[config.mk]
export PLATFORM = sky130hd
export DESIGN_NAME = ir_field_stage_flat
export DESIGN_NICKNAME = d
export VERILOG_FILES = /design/src/rtl/ir_field_stage_if.sv /design/src/rtl/ir_field_stage.sv /design/src/flat_wrapper.sv
export SDC_FILE = /design/constraint.sdc
export NUM_CORES = 1
export LEC_CHECK = 0
export BUFFER_PORTS_ARGS = -buffer_cell sky130_fd_sc_hd__buf_2
export CORE_ASPECT_RATIO = 0.75
export CORE_UTILIZATION = 45
export CTS_CLUSTER_SIZE = 14
export DETAILED_ROUTE_END_ITERATION = 12
export PLACE_DENSITY = 0.75
export SKIP_CTS_REPAIR_TIMING = 1
export SLEW_MARGIN = 30
export SYNTH_ARGS = -nofsm -noshare
export SYNTH_HDL_FRONTEND = slang
export SYNTH_SLANG_ARGS = --single-unit
[constraint.sdc]
create_clock -name clk -period 2.6 [get_ports clk]
set_clock_uncertainty 0.15 [all_clocks]
set_input_delay 0.39 -clock clk [delete_from_list [all_inputs] [get_ports clk]]
set_output_delay 0.39 -clock clk [all_outputs]
set_load 0.01 [all_outputs]
[src/rtl/ir_field_stage_if.sv]
// ir_field_stage_if: fetch->decode bus; upstream push (in_*), downstream pop (out_*), decoded fields, flush and drop counter
interface ir_field_stage_if;
  logic        flush;
  logic        in_valid;
  logic        in_ready;
  logic [15:0] instr;
  logic [15:0] pc;
  logic        out_valid;
  logic        out_ready;
  logic [15:0] instr_out;
  logic [15:0] pc_out;
  logic [3:0]  opcode;
  logic [2:0]  dest;
  logic [2:0]  src1;
  logic [2:0]  src2;
  logic        imm_flag;
  logic        jsr_flag;
  logic [1:0]  shift_ctl;
  logic [5:0]  offset6;
  logic [8:0]  offset9;
  logic [4:0]  imm5;
  logic [3:0]  imm4;
  logic [10:0] offset11;
  logic [7:0]  trap8;
  logic [7:0]  drop_count;
  modport master (
    output flush, in_valid, instr, pc, out_ready,
    input  in_ready, out_valid, instr_out, pc_out, opcode, dest, src1, src2, imm_flag, jsr_flag,
           shift_ctl, offset6, offset9, imm5, imm4, offset11, trap8, drop_count
  );
  modport slave (
    input  flush, in_valid, instr, pc, out_ready,
    output in_ready, out_valid, instr_out, pc_out, opcode, dest, src1, src2, imm_flag, jsr_flag,
           shift_ctl, offset6, offset9, imm5, imm4, offset11, trap8, drop_count
  );
endinterface

[src/rtl/ir_field_stage.sv]
// ir_field_stage: 2-entry {instr,pc} FIFO with decoded head fields; ports clk, reset, bus (slave: push in_*, pop out_*, flush, drop_count)
module ir_field_stage (
  input logic          clk,
  input logic          reset,
  ir_field_stage_if.slave bus
);
  logic [31:0] mem [2];
  logic        head;
  logic        tail;
  logic [1:0]  count;
  logic [7:0]  drop;
  logic        push;
  logic        pop;
  logic [9:0]  dsum;
  logic [31:0] hd;
  always_comb begin
    bus.in_ready  = count < 2'd2;
    bus.out_valid = count != 2'd0;
    push          = bus.in_valid && bus.in_ready;
    pop           = bus.out_valid && bus.out_ready;
    dsum          = 10'(drop) + 10'(count) + 10'(push);
    hd            = bus.out_valid ? mem[head] : 32'h0;
    bus.instr_out  = hd[31:16];
    bus.pc_out     = hd[15:0];
    bus.opcode     = bus.instr_out[15:12];
    bus.dest       = bus.instr_out[11:9];
    bus.src1       = bus.instr_out[8:6];
    bus.src2       = bus.instr_out[2:0];
    bus.imm_flag   = bus.instr_out[5];
    bus.jsr_flag   = bus.instr_out[11];
    bus.shift_ctl  = bus.instr_out[5:4];
    bus.offset6    = bus.instr_out[5:0];
    bus.offset9    = bus.instr_out[8:0];
    bus.imm5       = bus.instr_out[4:0];
    bus.imm4       = bus.instr_out[3:0];
    bus.offset11   = bus.instr_out[10:0];
    bus.trap8      = bus.instr_out[7:0];
    bus.drop_count = drop;
  end
  always_ff @(posedge clk) begin
    if (reset) begin
      count <= 2'd0;
      head  <= 1'b0;
      tail  <= 1'b0;
      drop  <= 8'd0;
    end else if (bus.flush) begin
      count <= 2'd0;
      head  <= 1'b0;
      tail  <= 1'b0;
      drop  <= dsum > 10'd255 ? 8'hFF : dsum[7:0];
    end else begin
      count <= count + 2'(push) - 2'(pop);
      head  <= head ^ pop;
      tail  <= tail ^ push;
    end
  end
  always_ff @(posedge clk)
    if (!reset && !bus.flush && push) mem[tail] <= {bus.instr, bus.pc};
endmodule

[src/flat_wrapper.sv]
// flat-port wrapper written by rule: the top's interface ports become plain ports
module ir_field_stage_flat 
  (clk, reset, bus_flush, bus_in_valid, bus_instr, bus_pc, bus_out_ready, bus_in_ready, bus_out_valid, bus_instr_out, bus_pc_out, bus_opcode, bus_dest, bus_src1, bus_src2, bus_imm_flag, bus_jsr_flag, bus_shift_ctl, bus_offset6, bus_offset9, bus_imm5, bus_imm4, bus_offset11, bus_trap8, bus_drop_count);
  ir_field_stage_if bus_i ();
  input logic clk;
  input logic reset;
  input wire logic [$bits(bus_i.flush)-1:0] bus_flush;
  input wire logic [$bits(bus_i.in_valid)-1:0] bus_in_valid;
  input wire logic [$bits(bus_i.instr)-1:0] bus_instr;
  input wire logic [$bits(bus_i.pc)-1:0] bus_pc;
  input wire logic [$bits(bus_i.out_ready)-1:0] bus_out_ready;
  output wire logic [$bits(bus_i.in_ready)-1:0] bus_in_ready;
  output wire logic [$bits(bus_i.out_valid)-1:0] bus_out_valid;
  output wire logic [$bits(bus_i.instr_out)-1:0] bus_instr_out;
  output wire logic [$bits(bus_i.pc_out)-1:0] bus_pc_out;
  output wire logic [$bits(bus_i.opcode)-1:0] bus_opcode;
  output wire logic [$bits(bus_i.dest)-1:0] bus_dest;
  output wire logic [$bits(bus_i.src1)-1:0] bus_src1;
  output wire logic [$bits(bus_i.src2)-1:0] bus_src2;
  output wire logic [$bits(bus_i.imm_flag)-1:0] bus_imm_flag;
  output wire logic [$bits(bus_i.jsr_flag)-1:0] bus_jsr_flag;
  output wire logic [$bits(bus_i.shift_ctl)-1:0] bus_shift_ctl;
  output wire logic [$bits(bus_i.offset6)-1:0] bus_offset6;
  output wire logic [$bits(bus_i.offset9)-1:0] bus_offset9;
  output wire logic [$bits(bus_i.imm5)-1:0] bus_imm5;
  output wire logic [$bits(bus_i.imm4)-1:0] bus_imm4;
  output wire logic [$bits(bus_i.offset11)-1:0] bus_offset11;
  output wire logic [$bits(bus_i.trap8)-1:0] bus_trap8;
  output wire logic [$bits(bus_i.drop_count)-1:0] bus_drop_count;
  assign bus_i.flush = bus_flush;
  assign bus_i.in_valid = bus_in_valid;
  assign bus_i.instr = bus_instr;
  assign bus_i.pc = bus_pc;
  assign bus_i.out_ready = bus_out_ready;
  assign bus_in_ready = bus_i.in_ready;
  assign bus_out_valid = bus_i.out_valid;
  assign bus_instr_out = bus_i.instr_out;
  assign bus_pc_out = bus_i.pc_out;
  assign bus_opcode = bus_i.opcode;
  assign bus_dest = bus_i.dest;
  assign bus_src1 = bus_i.src1;
  assign bus_src2 = bus_i.src2;
  assign bus_imm_flag = bus_i.imm_flag;
  assign bus_jsr_flag = bus_i.jsr_flag;
  assign bus_shift_ctl = bus_i.shift_ctl;
  assign bus_offset6 = bus_i.offset6;
  assign bus_offset9 = bus_i.offset9;
  assign bus_imm5 = bus_i.imm5;
  assign bus_imm4 = bus_i.imm4;
  assign bus_offset11 = bus_i.offset11;
  assign bus_trap8 = bus_i.trap8;
  assign bus_drop_count = bus_i.drop_count;
  ir_field_stage u_core (.clk(clk), .reset(reset), .bus(bus_i));
endmodule
======== After elaboration in Yosys (flattened, before gate mapping) ========
Memories as Yosys holds them, arrays and structs flattened. A register that Yosys moved wholly into a read port is not among the register bits.
Index checks and enable logic that the tools add are counted.
word-level totals
  register bits ........................... 12
  bits in latches ......................... 0
  bits in writable memories ............... 64
  memory bits (read-only) ................. 0
  bits of input ports ..................... 37
  output and inout port bits .............. 102
  word-level logic and storage cells ...... 26
  memories kept ........................... 1
memory list
  memory      depth  width  rd ports  clocked after Yosys merged registers in  wr ports  line                 source
  u_core.mem  2      32     1         1                                        1         ir_field_stage.sv:7  logic [31:0] mem [2];
operators by class
  add/subtract/negate cells ............... 4
  multipliers ............................. 0
  divide/modulo/power cells ............... 0
  $lt $le $gt $ge ......................... 2
  eq/ne operators ......................... 0
  shift operators ......................... 0
  multiplexer cells ....................... 5
  bitwise gates (word level) .............. 2
  reduce and logical (&&, ||, !) cells .... 8
operator list
  kind                 count
  $mux 32              1
  $add 10x1->10        1
  $gt 10x8->1 const B  1
  $add 8x2->9          1
  $mux 8               1
  $logic_and 1x1->1    4
  $mux 1               3
  $add 2x1->2          1
  $logic_not 1->1      2
  $lt 2x2->1 const B   1
  $reduce_bool 2->1    1
  $reduce_or 2->1      1
  $sub 2x1->2          1
  $xor 1x1->1          2

======== Logic depth before layout (Yosys ltp) ========
  depth after elaboration ................. 5
  gate-level depth with buffers ........... 9
  gate-level depth less buffers ........... 8

======== Least setup slack after synthesis ========
Ideal clock, no wire load.
  path type ............................... input-to-reg
  start point ............................. input port bus_flush
  end point ............................... memory u_core.mem[0][0], enable pin
  setup time .............................. 0.421 ns
  arrival time ............................ 2.118 ns
  data required time ...................... 2.029 ns
  path slack .............................. -0.089 ns
  stages on the path ...................... 4
  buffers on the path ..................... 1
  path through ............................ clkbuf_1 -> nor2_1 -> nand2_1 -> nor2_1
on the way
  longest elaborated chain between the ends .. 5
ends and longest elaborated chain
  element                         line                  source
  start: declaration              flat_wrapper.sv:7     input wire logic [$bits(bus_i.flush)-1:0] bus_flush;
  $logic_not 1->1                 ir_field_stage.sv:58  if (!reset && !bus.flush && push) mem[tail] <= {bus.instr, bus.pc};
  $logic_and 1x1->1 (2 in a row)  ir_field_stage.sv:58
  $mux 1                          ir_field_stage.sv:58
  $mux 1 (not written as such)    ir_field_stage.sv:58
  end: declaration                ir_field_stage.sv:7
Every way passes these cells.

======== Worst setup path after layout ========
  start point ............................. register u_core.drop[0], in the netlist u_core.bus.drop_count[0]
  end point ............................... register u_core.drop[2], in the netlist u_core.bus.drop_count[2]
on the way
  longest elaborated chain between the ends .. 4
ends and longest elaborated chain
  element                   line                  source
  start: declaration        ir_field_stage.sv:11  logic [7:0] drop;
  start signal: assignment  ir_field_stage.sv:50  drop <= dsum > 10'd255 ? 8'hFF : dsum[7:0];
  $add 8x2->9 *             ir_field_stage.sv:21  dsum = 10'(drop) + 10'(count) + 10'(push);
  $add 10x1->10 *           ir_field_stage.sv:21
  $gt 10x8->1               ir_field_stage.sv:50
  $mux 8 *                  ir_field_stage.sv:50
Every way passes the cells marked *; elsewhere a longest branch is shown, timed or not.
A chain may end at the register's enable or synchronous reset.

==> results.cfg <==
[status]
outcome = finished clean

[global_route]
grt_max_degree = 30
grt_antenna_before_repair = 0
grt_overflow = 0
grtUsageTotal = 0.173
grt_pass1_wl_um = 11400
grt_pass1_vias = 2307

[timing]
drv_slew = 0
hold_viol_final = 0
finalSetupTns_ns = 0
min_period_ns = 2.60
worst_hold_slack_ns = 0.101
relSlewSlack = 0.682
fmax_mhz = 385
grt_setup_unrepaired = true
finalSetupViolations = 0
worst_pin_slew_ns = 0.476
fin_crit_sh = 0.999

[power_and_ir_drop]
internal_power_mw = 2.57
clkPwrFrac = 0.453
swShare = 0.220
power.leakage_nw = 2.01
finalPower_mw = 3.30
power_frac_comb = 0.129
p_per_area_mw_per_mm2 = 700
max-vdd-ir-drop_mv = 0.685
p_seq_frac = 0.417
power.switching_mw = 0.727

[cells_and_area]
fillers = 671
fin_util = 0.584
stdcell_count = 516
syn2layout_area_growth_pct = 23.6
final_cell_mix = 138 x buf_2, 64 x edfxtp_1, 43 x nor2_1
seqCellArea_sq_mm = 0.00217
drive_gt1_frac = 0.467
multiInputGateArea_sq_mm = 0.00118
diodes = 0
fin_nets = 451
layout_commonest_cell = buf_2

[worst_setup_path]
critPathSlowestCell = or3b_1
path_cells = ha_4 -> fa_2 -> or3b_1 -> a2bb2oi_1 -> o22a_1 -> or3_4 -> and2_4 -> a311oi_2
cp.arrival_ns = 2.68
criticalPathCategory = reg -> reg
end_kind = flip-flop
cp.required_ns = 2.68
setup.worst_path.start_class = flip-flop
critPathMaxFanout = 4
path_buf_inv = 0
slowest_delay_ns = 0.36
cp_top_family = simple AND/OR/NAND/NOR gates

[clock_tree]
cts_made_buffers = 9
clkSlewWorstSetupHoldPaths_ns = 0.06
cts.sinks = 76
cts_buffer_depth = 2
clkLatencyLatePin_ns = 0.32
root_buffer = clkbuf_16
cts.htree.levels = 3
cts_tree = done

[route]
drtIter0Drc = 96
vias = 2550
via_per_inst = 4.94
wl_per_cell_um = 14.4
drc = 0
wl_um = 7440
ant_nets = 0
drtPass1Iterations = 4

[die]
start_util = 0.473
ios = 139
fp.coreArea_sq_mm = 0.00806
rows = 28
die_w_um = 108
die_h_um = 81.7
dieArea_sq_mm = 0.00884

[synth]
synth_compound_area_frac = 0.0598
synth_top_family_by_area = buffers and inverters
ys_seq_elements = 76
synthXorXnorAreaFrac = 0.0184
yosys.area.top_type = edfxtp_1
yosys-mux-area-fraction = 0.0897
ys_seq_area_frac = 0.568
ys_warn_count = 0
synthFlopType = edfxtp_1
yosysUniqueCellTypes = 45
synth_nets = 360
async_reset_ff_frac = 0
synth.area.top_cells = edfxtp_1 50%, buf_4 12%, mux2i_1 8.7%
synth_top_area_frac = 0.505
synth_area_per_cell_sq_um = 12.1
synth-edff-count = 64
synth_area_sq_mm = 0.00381
synth_cells = 316
synthSimpleGateAreaFrac = 0.0989
synth_fa_ha_area_frac = 0.0250

[placed_design]
hpwl_um = 5100
port_buffers = 138
place_congestion = 0.935
dp.cells = 501

[hold_path]
hold_path_class = in -> reg

[job]
maxCapViolCount = 0
-- registers in the layout (all words and copies together), names as in the netlist --
signal / cells
u_core.mem: 64
u_core.head: 1
u_core.tail: 1
u_core.count: 2
u_core.bus.drop_count: 8
-- area by class of cell --
type | instances | area share
flip-flops and latches | 76 | 0.460
well taps | 105 | 0.0279
clock buffers | 9 | 0.0478
inverters | 8 | 0.00638
repair buffers | 153 | 0.179
multi-input cells | 159 | 0.250
clock inverters | 6 | 0.0292
-- path summary, 6_finish.rpt --
check                                         from                                    end  slack [ns]  cells past startpoint
max          u_core.bus.drop_count[0]$_SDFFE_PP0P_  u_core.bus.drop_count[2]$_SDFFE_PP0P_       0.002                      8
min                                  bus_instr[10]            u_core.mem[1][26]$_DFFE_PP_        0.10                      1
max reg2reg  u_core.bus.drop_count[0]$_SDFFE_PP0P_  u_core.bus.drop_count[2]$_SDFFE_PP0P_       0.002                      8
min reg2reg  u_core.bus.drop_count[7]$_SDFFE_PP0P_  u_core.bus.drop_count[7]$_SDFFE_PP0P_        0.39                      2
-- worst reg2reg max path: cells and delay by family, from the launching register on --
kind                     cells  cell delay [ns]
flip-flops                   1             0.34
adder cells (fa/ha/maj)      2             0.51
AND/OR/NAND/NOR              3             0.91
AO/OA/AOI/OAI                3             0.60
-- stage by stage --
stage | setup slack, ns | instance area (sq um)
3_3_place_gp | 0.0404 | 4290
6_report | 0.00163 | 4710
3_5_place_dp | -0.0307 | 4290
5_1_grt | -0.0747 | 4710
2_1_floorplan | 0.00371 | 3810
4_1_cts | -0.0811 | 4650
-- per-layer routing --
layer | vias to the layer above | global-route usage | routed length (um)
met5 | - | 0 | 0
met3 | 7 | 0.0540 | 568
met1 | 1193 | 0.227 | 3220
li1 | 1236 | - | -
met4 | 0 | 0.0562 | 63
met2 | 114 | 0.273 | 3600
-- power groups by stage --
stage	clock, mW	combinational, mW	sequential (mW)
2_1_floorplan	0	0.328	1.39
6_report	1.50	0.426	1.38
3_3_place_gp	0	0.419	1.40
4_1_cts	1.52	0.428	1.37
5_1_grt	1.57	0.478	1.38
3_5_place_dp	0	0.426	1.40
-- kinds of logic after synthesis --
logic type | Yosys count
buf+inv | 81
simple gates | 81
flops | 76
mux | 34
compound gates | 29
xor+xnor | 8
fa+ha+maj | 7
-- Yosys cell counts, types with 2 or more instances --
master / count
edfxtp_1: 64
buf_4: 61
nor2_1: 45
mux2i_1: 33
dfxtp_1: 12
clkbuf_1: 10
nand2_1: 9
inv_1: 8
nor3_1: 8
xnor2_1: 7
a21oi_1: 6
ha_1: 6
nor2b_1: 5
a211oi_1: 4
o31ai_1: 3
a311oi_2: 2
and3_1: 2
buf_2: 2
nand3_1: 2
o21ai_0: 2
No activity file was read; power rests on OpenSTA's default activity.
